--- config.mk ---
export PLATFORM = sky130hd
export DESIGN_NAME = ahb_lite_req_arbiter
export DESIGN_NICKNAME = d
export VERILOG_FILES = /design/src/rtl/ahb_lite_req_arbiter.sv
export SDC_FILE = /design/constraint.sdc
export NUM_CORES = 1
export LEC_CHECK = 0
export BUFFER_PORTS_ARGS = -buffer_cell sky130_fd_sc_hd__buf_4
export CAP_MARGIN = 40
export CORE_MARGIN = 4
export CORE_UTILIZATION = 42
export DETAILED_ROUTE_END_ITERATION = 8
export PLACE_DENSITY = 0.77
export SYNTH_ARGS = -nofsm -noshare
export SYNTH_HDL_FRONTEND = slang
export SYNTH_SLANG_ARGS = --single-unit
--- constraint.sdc ---
create_clock -name HCLK -period 1.4 [get_ports HCLK]
set_input_delay 0.28 -clock HCLK [delete_from_list [all_inputs] [get_ports HCLK]]
set_output_delay 0.28 -clock HCLK [all_outputs]
set_load 0.05 [all_outputs]
--- src/rtl/ahb_lite_req_arbiter.sv ---
// Round-robin arbiter fronting one AHB-lite slave for NREQ clients.
// Single NONSEQ transfers, HREADY wait states, replay after ERROR.
module ahb_lite_req_arbiter #(
  parameter int          NREQ      = 2,
  parameter int          ADDR_W    = 32,
  parameter int          DATA_W    = 32,
  parameter logic [3:0]  HPROT_VAL = 4'b0011
) (
  input  logic                     HCLK,
  input  logic                     HRESETn,
  input  logic [NREQ-1:0]          req_valid,
  output logic [NREQ-1:0]          req_ready,
  input  logic [NREQ-1:0]          req_write,
  input  logic [NREQ*ADDR_W-1:0]   req_addr,
  input  logic [NREQ*DATA_W-1:0]   req_wdata,
  input  logic [NREQ*3-1:0]        req_size,
  output logic [NREQ-1:0]          rsp_valid,
  output logic [DATA_W-1:0]        rsp_rdata,
  output logic                     rsp_err,
  output logic                     HSEL,
  output logic [ADDR_W-1:0]        HADDR,
  output logic [1:0]               HTRANS,
  output logic                     HWRITE,
  output logic [2:0]               HSIZE,
  output logic [2:0]               HBURST,
  output logic [3:0]               HPROT,
  output logic [DATA_W-1:0]        HWDATA,
  input  logic [DATA_W-1:0]        HRDATA,
  input  logic                     HREADY,
  input  logic                     HRESP
);

  localparam int IW = (NREQ > 1) ? $clog2(NREQ) : 1;
  localparam logic [1:0] TR_IDLE   = 2'b00;
  localparam logic [1:0] TR_NONSEQ = 2'b10;

  logic [IW-1:0]     ptr_q;
  logic              a_vld_q;
  logic [ADDR_W-1:0] haddr_q;
  logic              hwrite_q;
  logic [2:0]        hsize_q;
  logic [IW-1:0]     a_own_q;
  logic [DATA_W-1:0] pend_q;
  logic              d_vld_q;
  logic [IW-1:0]     d_own_q;
  logic              d_wr_q;
  logic [DATA_W-1:0] hwdata_q;
  logic              replay_q;
  logic [NREQ-1:0]   rsp_vld_q;
  logic [DATA_W-1:0] rsp_rdata_q;
  logic              rsp_err_q;

  logic              win_found;
  logic [IW-1:0]     win_idx;
  logic [IW-1:0]     cand;
  logic [NREQ-1:0]   win_oh;
  logic [NREQ-1:0]   own_oh;
  logic [ADDR_W-1:0] win_addr;
  logic [DATA_W-1:0] win_wdata;
  logic [2:0]        win_size;
  logic              win_write;
  logic              accept;

  // Search starts just past the last granted client.
  always_comb begin
    win_found = 1'b0;
    win_idx   = '0;
    cand      = '0;
    for (int k = 1; k <= NREQ; k++) begin
      cand = IW'((int'(ptr_q) + k) % NREQ);
      if (!win_found && req_valid[cand]) begin
        win_found = 1'b1;
        win_idx   = cand;
      end
    end
  end

  always_comb begin
    win_oh = '0;
    win_oh[win_idx] = 1'b1;
  end

  always_comb begin
    own_oh = '0;
    own_oh[d_own_q] = 1'b1;
  end

  assign win_addr  = req_addr[win_idx*ADDR_W +: ADDR_W];
  assign win_wdata = req_wdata[win_idx*DATA_W +: DATA_W];
  assign win_size  = req_size[win_idx*3 +: 3];
  assign win_write = req_write[win_idx];

  assign accept    = HREADY && !replay_q && win_found;
  assign req_ready = accept ? win_oh : '0;

  always_ff @(posedge HCLK or negedge HRESETn) begin
    if (!HRESETn) begin
      ptr_q       <= '0;
      a_vld_q     <= 1'b0;
      haddr_q     <= '0;
      hwrite_q    <= 1'b0;
      hsize_q     <= '0;
      a_own_q     <= '0;
      pend_q      <= '0;
      d_vld_q     <= 1'b0;
      d_own_q     <= '0;
      d_wr_q      <= 1'b0;
      hwdata_q    <= '0;
      replay_q    <= 1'b0;
      rsp_vld_q   <= '0;
      rsp_rdata_q <= '0;
      rsp_err_q   <= 1'b0;
    end else if (HREADY) begin
      rsp_vld_q <= d_vld_q ? own_oh : '0;
      if (d_vld_q) begin
        rsp_rdata_q <= d_wr_q ? '0 : HRDATA;
        rsp_err_q   <= HRESP;
      end
      d_vld_q  <= a_vld_q;
      d_own_q  <= a_own_q;
      d_wr_q   <= hwrite_q;
      hwdata_q <= pend_q;
      if (replay_q) begin
        a_vld_q  <= 1'b1;
        replay_q <= 1'b0;
      end else if (win_found) begin
        a_vld_q  <= 1'b1;
        haddr_q  <= win_addr;
        hwrite_q <= win_write;
        hsize_q  <= win_size;
        a_own_q  <= win_idx;
        pend_q   <= win_wdata;
        ptr_q    <= win_idx;
      end else begin
        a_vld_q <= 1'b0;
      end
    end else begin
      rsp_vld_q <= '0;
      // First ERROR cycle: cancel the queued address phase for reissue.
      if (d_vld_q && HRESP) begin
        a_vld_q  <= 1'b0;
        replay_q <= replay_q | a_vld_q;
      end
    end
  end

  assign HSEL      = a_vld_q;
  assign HTRANS    = a_vld_q ? TR_NONSEQ : TR_IDLE;
  assign HADDR     = haddr_q;
  assign HWRITE    = hwrite_q;
  assign HSIZE     = hsize_q;
  assign HBURST    = 3'b000;
  assign HPROT     = HPROT_VAL;
  assign HWDATA    = hwdata_q;
  assign rsp_valid = rsp_vld_q;
  assign rsp_rdata = rsp_rdata_q;
  assign rsp_err   = rsp_err_q;

endmodule

== After elaboration in Yosys (flattened, before gate mapping) ==
Cells that the tools add are included.

* Register bits after elaboration: 141
* Output and inout bits: 115
* Word-level logic and storage cells: 64

* Add/subtract/negate cells: 2
* Multipliers: 1
* $lt $le $gt $ge: 6
* Shifts and indexed selects: 3
* Muxes and demuxes: 25
* Bitwise operators: 2
* Reduce and logical (&&, ||, !) cells: 11

{| class="wikitable"
|+ Operator list
! operator !! count
|-
| 64-bit by 7-bit variable part select with 32-bit output || 2
|-
| 32-bit 2-to-1 mux || 1
|-
| 1-bit 2-to-1 mux || 18
|-
| 1-bit by 2-bit less-than comparator with 1-bit output, second input constant || 4
|-
| 2-bit 2-to-1 mux || 4
|-
| 1-bit logical AND || 6
|-
| 6-bit by 4-bit variable part select with 3-bit output || 1
|-
| 1-bit by 2-bit multiplier with 3-bit output, second input constant || 1
|-
| 3-bit AND reduction || 1
|-
| 1-bit adder, second input constant || 2
|-
| 1-bit demux with 1-bit select || 2
|-
| 1-bit >= comparator, second input constant || 2
|-
| 1-bit zero test || 2
|-
| 2-bit AND reduction || 1
|-
| 2-bit nonzero test || 1
|-
| 1-bit inverter || 1
|-
| 1-bit OR || 1
|}

== Logic depth before layout (Yosys ltp) ==
Gate-level depths: netlist of run 1.

* Depth in word-level cells: 12
* Gate-level depth with buffers: 5
* Depth with buffers taken out: 3

== Worst setup path before layout of run 1 ==
Ideal clock, no wire load.

* Path kind: register to output
* From: reg replay_q
* To: out req_ready[1]
* Arrival time: 1.346 ns
* Data required time: 1.120 ns
* Setup slack: -0.226 ns
* Stages on the path, launching flop included: 5
* Buffers on the path: 2
* Cell sequence: dfrtp_1 > and3b_1 > buf_2 > clkbuf_1 > and2_1

* Cells in the longest elaborated chain, start to end: 4

{| class="wikitable"
|+ Ends and longest elaborated chain
! item !! RTL line !! source
|-
| start, declared || 48 || <nowiki>logic replay_q;</nowiki>
|-
| start signal, assigned || 142 || <nowiki>replay_q <= replay_q | a_vld_q;</nowiki>
|-
| 1-bit zero test || 93 || <nowiki>assign accept = HREADY && !replay_q && win_found;</nowiki>
|-
| 1-bit logical AND (2 in series) || 93 ||
|-
| 2-bit 2-to-1 mux || 94 || <nowiki>assign req_ready = accept ? win_oh : '0;</nowiki>
|-
| end, declared || 12 || <nowiki>output logic [NREQ-1:0] req_ready,</nowiki>
|}

Every way passes these cells.

== Final worst setup path of run 1 ==
* From: reg replay_q
* To: out req_ready[0]

The elaborated chain is that of the path after synthesis.

==> results of run 1 <==
Yosys cell counts:
master / count / area, sq um
a21oi_1: 2 / 10.01
a21oi_2: 1 / 8.760
a221o_1: 68 / 680.7
a31oi_1: 1 / 6.260
and2_1: 1 / 6.260
and2b_1: 1 / 7.510
and3_1: 69 / 431.7
and3b_1: 1 / 8.760
buf_1: 1 / 3.750
buf_2: 18 / 90.09
buf_4: 11 / 82.58
buf_6: 2 / 22.52
clkbuf_1: 20 / 75.07
conb_1: 2 / 7.510
dfrtp_1: 141 / 3528
inv_1: 1 / 3.750
mux2_2: 36 / 405.4
nand2_1: 37 / 138.9
nand2_2: 1 / 6.260
nand2b_1: 32 / 200.2
nand3b_1: 1 / 7.510
nor2_1: 3 / 11.26
o21ai_0: 32 / 160.2
o21ai_2: 1 / 8.760
power by group:
group	switching (mW)	leakage, nW	internal [mW]
Sequential	0.728	1.75	5.09
Combinational	4.19	2.87	2.55
Clock	1.72	0.304	3.13
Total	6.64	4.93	10.8
worst register-to-register path, stage by stage (launching register included):
cell and delay (ns):
dfrtp_1 0.38, nand3b_1 0.19, a21oi_4 0.07, buf_4 0.14
buf_6 0.12, buf_12 0.15, clkbuf_16 0.18, a221o_1 0.34
worst min path at each step:
| stage | startpoint | to | slack [ns] | cells after the start |
|---|---|---|---|---|
| after global placement | HRESETn | HWDATA[13]$_DFFE_PN0P_ | 0.22 | 1 |
| after CTS | req_addr[28] | HADDR[28]$_DFFE_PN0P_ | 0.07 | 2 |
| after global routing | req_addr[31] | HADDR[31]$_DFFE_PN0P_ | 0.07 | 2 |
| after detailed placement | HRESETn | HWDATA[15]$_DFFE_PN0P_ | 0.22 | 1 |
| final | req_addr[28] | HADDR[28]$_DFFE_PN0P_ | 0.08 | 2 |
| after floorplan | HRESETn | HADDR[0]$_DFFE_PN0P_ | -0.02 | 0 |
logic make-up after synthesis:
logic type      Yosys count
mux                      36
compound gates          105
other cells               2
simple gates            146
flops                   141
buf+inv                  53
flip-flops by register name, indices dropped and copies added (netlist names), named ones only:
| name | count |
|---|---|
| d_wr_q | 1 |
| replay_q | 1 |
| HSIZE | 3 |
| rsp_rdata | 32 |
| HSEL | 1 |
| HWDATA | 32 |
| pend_q | 32 |
| d_own_q | 1 |
| rsp_valid | 2 |
| d_vld_q | 1 |
| HADDR | 32 |
| rsp_err | 1 |
| HWRITE | 1 |
metal layers:
metal  part of all wire [%]  vias to the layer above
met3                    8.3                       34
met1                     39                     2635
met2                     50                      264
met5                      0                        -
met4                    2.4                        0
li1                       -                     2383
cell type report:
| cell class | count | share of cell area, % |
|---|---|---|
| sequential | 141 | 36.70 |
| clock buffer | 23 | 4.968 |
| inverter | 1 | 0.03902 |
| timing repair buffer | 330 | 31.79 |
| tap | 180 | 2.341 |
| clock inverter | 9 | 1.639 |
| multi-input combinational | 296 | 22.53 |
timing repair:
item	4_1_cts	5_1_grt
resized for setup	21	11
pin swaps	7	41
buffers inserted	12	2
setup endpoints to repair	67	78
endpoints found under the hold margin	35	0
gates cloned	11	6
hold buffers	1	0
per-stage QoR:
step	util [%]	TNS, ns	area [sq um]
after detailed placement	60.12	-1.970	8313
final	69.58	-16.71	9620
after CTS	68.40	-16.21	9458
after floorplan	-	0	5938
after global routing	69.58	-21.03	9620
after global placement	60.12	-0.2002	8313
==> out/results.ini, run 1 <==
[setup_path]
end_kind = primary output
regToRegEndpoint = HADDR[31]$_DFFE_PN0P_
critPathMaxFanout = 3
cp.depth = 3
cp-startpoint = replay_q$_DFFE_PN0P_
critPathSlowestCell = dfrtp_1
rrSetupSlack_ns = -0.26
cp-start-kind = flip-flop
critical_path_class = reg -> out
cp.arrival_ns = 1.45
crit_required_ns = 1.12
critPathBufInv = 1
crit_path_max_incr_delay_ns = 0.40
path_cells = nand3b_1, a21oi_4, buf_6
cp_top_family = flip-flops
rr_worst_depth = 7
crit_end = req_ready[0]
r2r_start = replay_q$_DFFE_PN0P_

[detailed_routing]
drtIter0Drc = 323
ant_nets = 0
drt-total-wl_um = 20400
post_drt_wl_per_cell_um = 20.82
drt_first_pass_iters = 5
remaining_drc_errors = 0
vias = 5316
vias_per_cell = 5.424

[timing]
timing.final.ws_setup_ns = -0.3339
hold_ws_ns = 0.08392
hold_viol = 0
layout_min_cycle_time_ns = 1.734
setup_violations = 70
finalCritPeriodShare_pct = 123.8
skew_ns = 0.005727
slew_violations = 0
rsz0062_at_grt = yes
max_freq_ghz = 0.5767

[die]
die_h_um = 126.6
dieArea_sq_um = 16040
start_util_pct = 42.76
rows = 43
die_w_um = 126.6
core_sq_um = 13830
ioPinCount = 289

[run]
cap_violations = 0

[synthesis]
synth_top_family_by_area = compound AO/OA/AOI/OAI gates
synthMuxAreaShare_pct = 6.857
synth_compound_area_share_pct = 14.79
yosysSeqAreaShare_pct = 59.68
synth_xor_area_share_pct = 0
netlist_instances = 483
yosys.area_share.simple_pct = 13.84
synthAdderAreaFrac_pct = 0
synth_area_sq_um = 5912
ys_ff_latch = 141
netlist-cell-type-count = 24
ys_warn_count = 0
syn_avg_cell_area_sq_um = 12.24

[placement]
place.gp.congestion = 0.8559
portBuffers = 280
dpl.cell_count = 917
hpwl_um = 13130
place_ws_ns = -0.06127

[global_routing]
gr-usage-all-layers_pct = 24.65
grt_pass1_vias = 5544
grt-ovfl-total = 0
globalRouteMet2Util_pct = 40.35
antenna_found_initial = 0
grt_pass1_wl_um = 30450
grt_max_degree = 62
grtUsageMet3_pct = 7.284
grt_busiest_layer = met2
grtUsageMet1_pct = 31.12

[pwr]
leakage_nw = 4.933
p_per_area_nw_per_um2 = 1810
vdd_ir_drop_max_mv = 1.013
power_mw = 17.41

[clock_network]
clk_pin_slew_worst_paths_ns = 0.06
cts_sinks = 141
cts_max_path_buffers = 2
root_buffer = clkbuf_16
clock_latency_ns = 0.42
htree_num_levels = 4
cts_tree = done
cts_buffers = 17

[final_layout]
regArea_sq_um = 3531
fill_cells = 997
multi_input_area_sq_um = 2167
syn_to_final_growth_pct = 62.73
n_antenna_cell = 0
final_cell_mix = buf_4 (287), dfrtp_1 (139), and3_1 (69), a221o_1 (68)
fin_cells = 980
drive_gt1_share_pct = 50.63
mostFrequentLayoutCell = buf_4
nNetsFinal = 961

[worst_hold_path]
hp-class = in -> reg

[outcome]
violations = setup timing
status = finished with violations

Note: power is estimated with default switching activity, not from simulation.
==> inputs of run 2 (changes only) <==
Settings changed: SLEW_MARGIN set to 20, TNS_END_PERCENT set to 5.
==> out/results.ini, run 2 (same netlist as run 1, synthesis figures left out) <==
[outcome]
status = finished with violations
violations = setup timing

[timing]
skew_ns = 0.007566
hold_viol = 0
setup_tns_ns = -10.52
rsz0062_at_grt = yes
setup_violations = 70
finalCritPeriodShare_pct = 123.7
layout_min_cycle_time_ns = 1.732
max_freq_ghz = 0.5772
timing.final.ws_setup_ns = -0.3324
slew_violations = 0

[placement]
hpwl_um = 13130
portBuffers = 280
place.gp.congestion = 0.8559

[pwr]
power_mw = 16.99
vdd_ir_drop_max_mv = 1.010
leakage_nw = 4.687
p_per_area_nw_per_um2 = 1869

[final_layout]
nNetsFinal = 938
utilization_pct = 65.72
n_antenna_cell = 0
mostFrequentLayoutCell = buf_4
multi_input_area_sq_um = 2151
final_cell_mix = buf_4 (287), dfrtp_1 (139), and3_1 (69), a221o_1 (68)
fill_cells = 1052
syn_to_final_growth_pct = 53.71
drive_gt1_share_pct = 49.16
regArea_sq_um = 3531

[clock_network]
cts_tree = done
cts_max_path_buffers = 2
root_buffer = clkbuf_16
clock_latency_ns = 0.41
cts_buffers = 17
cts_sinks = 141
clk_pin_slew_worst_paths_ns = 0.06
htree_num_levels = 4

[detailed_routing]
vias_per_cell = 5.327
remaining_drc_errors = 0
drt_first_pass_iters = 4
drt-total-wl_um = 18460
vias = 5098
post_drt_wl_per_cell_um = 19.29
ant_nets = 0
drtIter0Drc = 385

[setup_path]
regToRegEndpoint = HSIZE[1]$_DFFE_PN0P_
rr_worst_depth = 6
rrSetupSlack_ns = -0.19
r2r_start = replay_q$_DFFE_PN0P_
cp.arrival_ns = 1.45
critPathMaxFanout = 3
cp-start-kind = flip-flop
crit_required_ns = 1.12
end_kind = primary output
critical_path_class = reg -> out

[die]
ioPinCount = 289
rows = 43
start_util_pct = 42.76
die_w_um = 126.6
dieArea_sq_um = 16040
die_h_um = 126.6
core_sq_um = 13830

[global_routing]
grt_pass1_wl_um = 28620
grt_pass1_vias = 5369
grt_max_degree = 62
antenna_found_initial = 0
grt-ovfl-total = 0
gr-usage-all-layers_pct = 22.88

[run]
cap_violations = 0

[worst_hold_path]
hold_path_depth = 2
hp-class = in -> reg
holdPathEnd = HADDR[28]$_DFFE_PN0P_
hp-start = req_addr[28]

## run 2: where the power goes
| part | internal, mW | switching, mW |
|---|---|---|
| sequential | 5.09 | 0.716 |
| clock | 3.13 | 1.68 |
| combinational | 2.30 | 4.07 |
| total | 10.5 | 6.46 |
## run 2: how the worst max path moves through the flow
stage / from / end / slack, ns / cells past startpoint
final: replay_q$_DFFE_PN0P_ / req_ready[0] / -0.33 / 3
after global routing: replay_q$_DFFE_PN0P_ / req_ready[0] / -0.41 / 3
after CTS: replay_q$_DFFE_PN0P_ / req_ready[0] / -0.35 / 3
after detailed placement: replay_q$_DFFE_PN0P_ / HADDR[19]$_DFFE_PN0P_ / -0.06 / 4
after global placement: replay_q$_DFFE_PN0P_ / req_ready[0] / -0.02 / 3
after floorplan: replay_q$_DFFE_PN0P_ / req_ready[1] / 0.04 / 4
## run 2: critical path, cell delays in order, from the launching register on
cell and delay (ns):
dfrtp_1 0.41, nand3b_1 0.23, a21oi_4 0.22, buf_6 0.19
## run 2: routing by layer
metal	vias up	part of all wire (%)	track usage, %
li1	2327	-	-
met2	250	49	37.24
met1	2491	39	28.24
met3	30	8.9	7.284
met5	-	0	0
met4	0	2.6	9.653
## run 2: what timing repair did
item / CTS / global route
gates resized for setup: 5 / 9
hold buffers: 1 / 0
endpoints found under the setup margin: 67 / 78
pin swaps: 1 / 16
hold endpoints to repair: 35 / 0
cloned: 1 / 1
setup buffers: 4 / 1
## run 2: cell type report
type / count / area share [%]
clock buffers: 23 / 5.260
well taps: 180 / 2.478
flip-flops and latches: 141 / 38.85
inverters: 1 / 0.04131
clock inverters: 9 / 1.735
multi-input cells: 295 / 23.67
repair buffers: 308 / 27.96
## run 2: metrics by stage
stage | instance area, sq um | hold WS [ns] | setup slack (ns) | cells
after global routing | 9087 | 0.07233 | -0.4118 | 957
final | 9087 | 0.09067 | -0.3324 | 957
after global placement | 8313 | 0.2157 | -0.01627 | 917
after floorplan | 5938 | -0.01559 | 0.03672 | 489
after CTS | 9035 | 0.06828 | -0.3550 | 955
after detailed placement | 8313 | 0.2206 | -0.06127 | 917
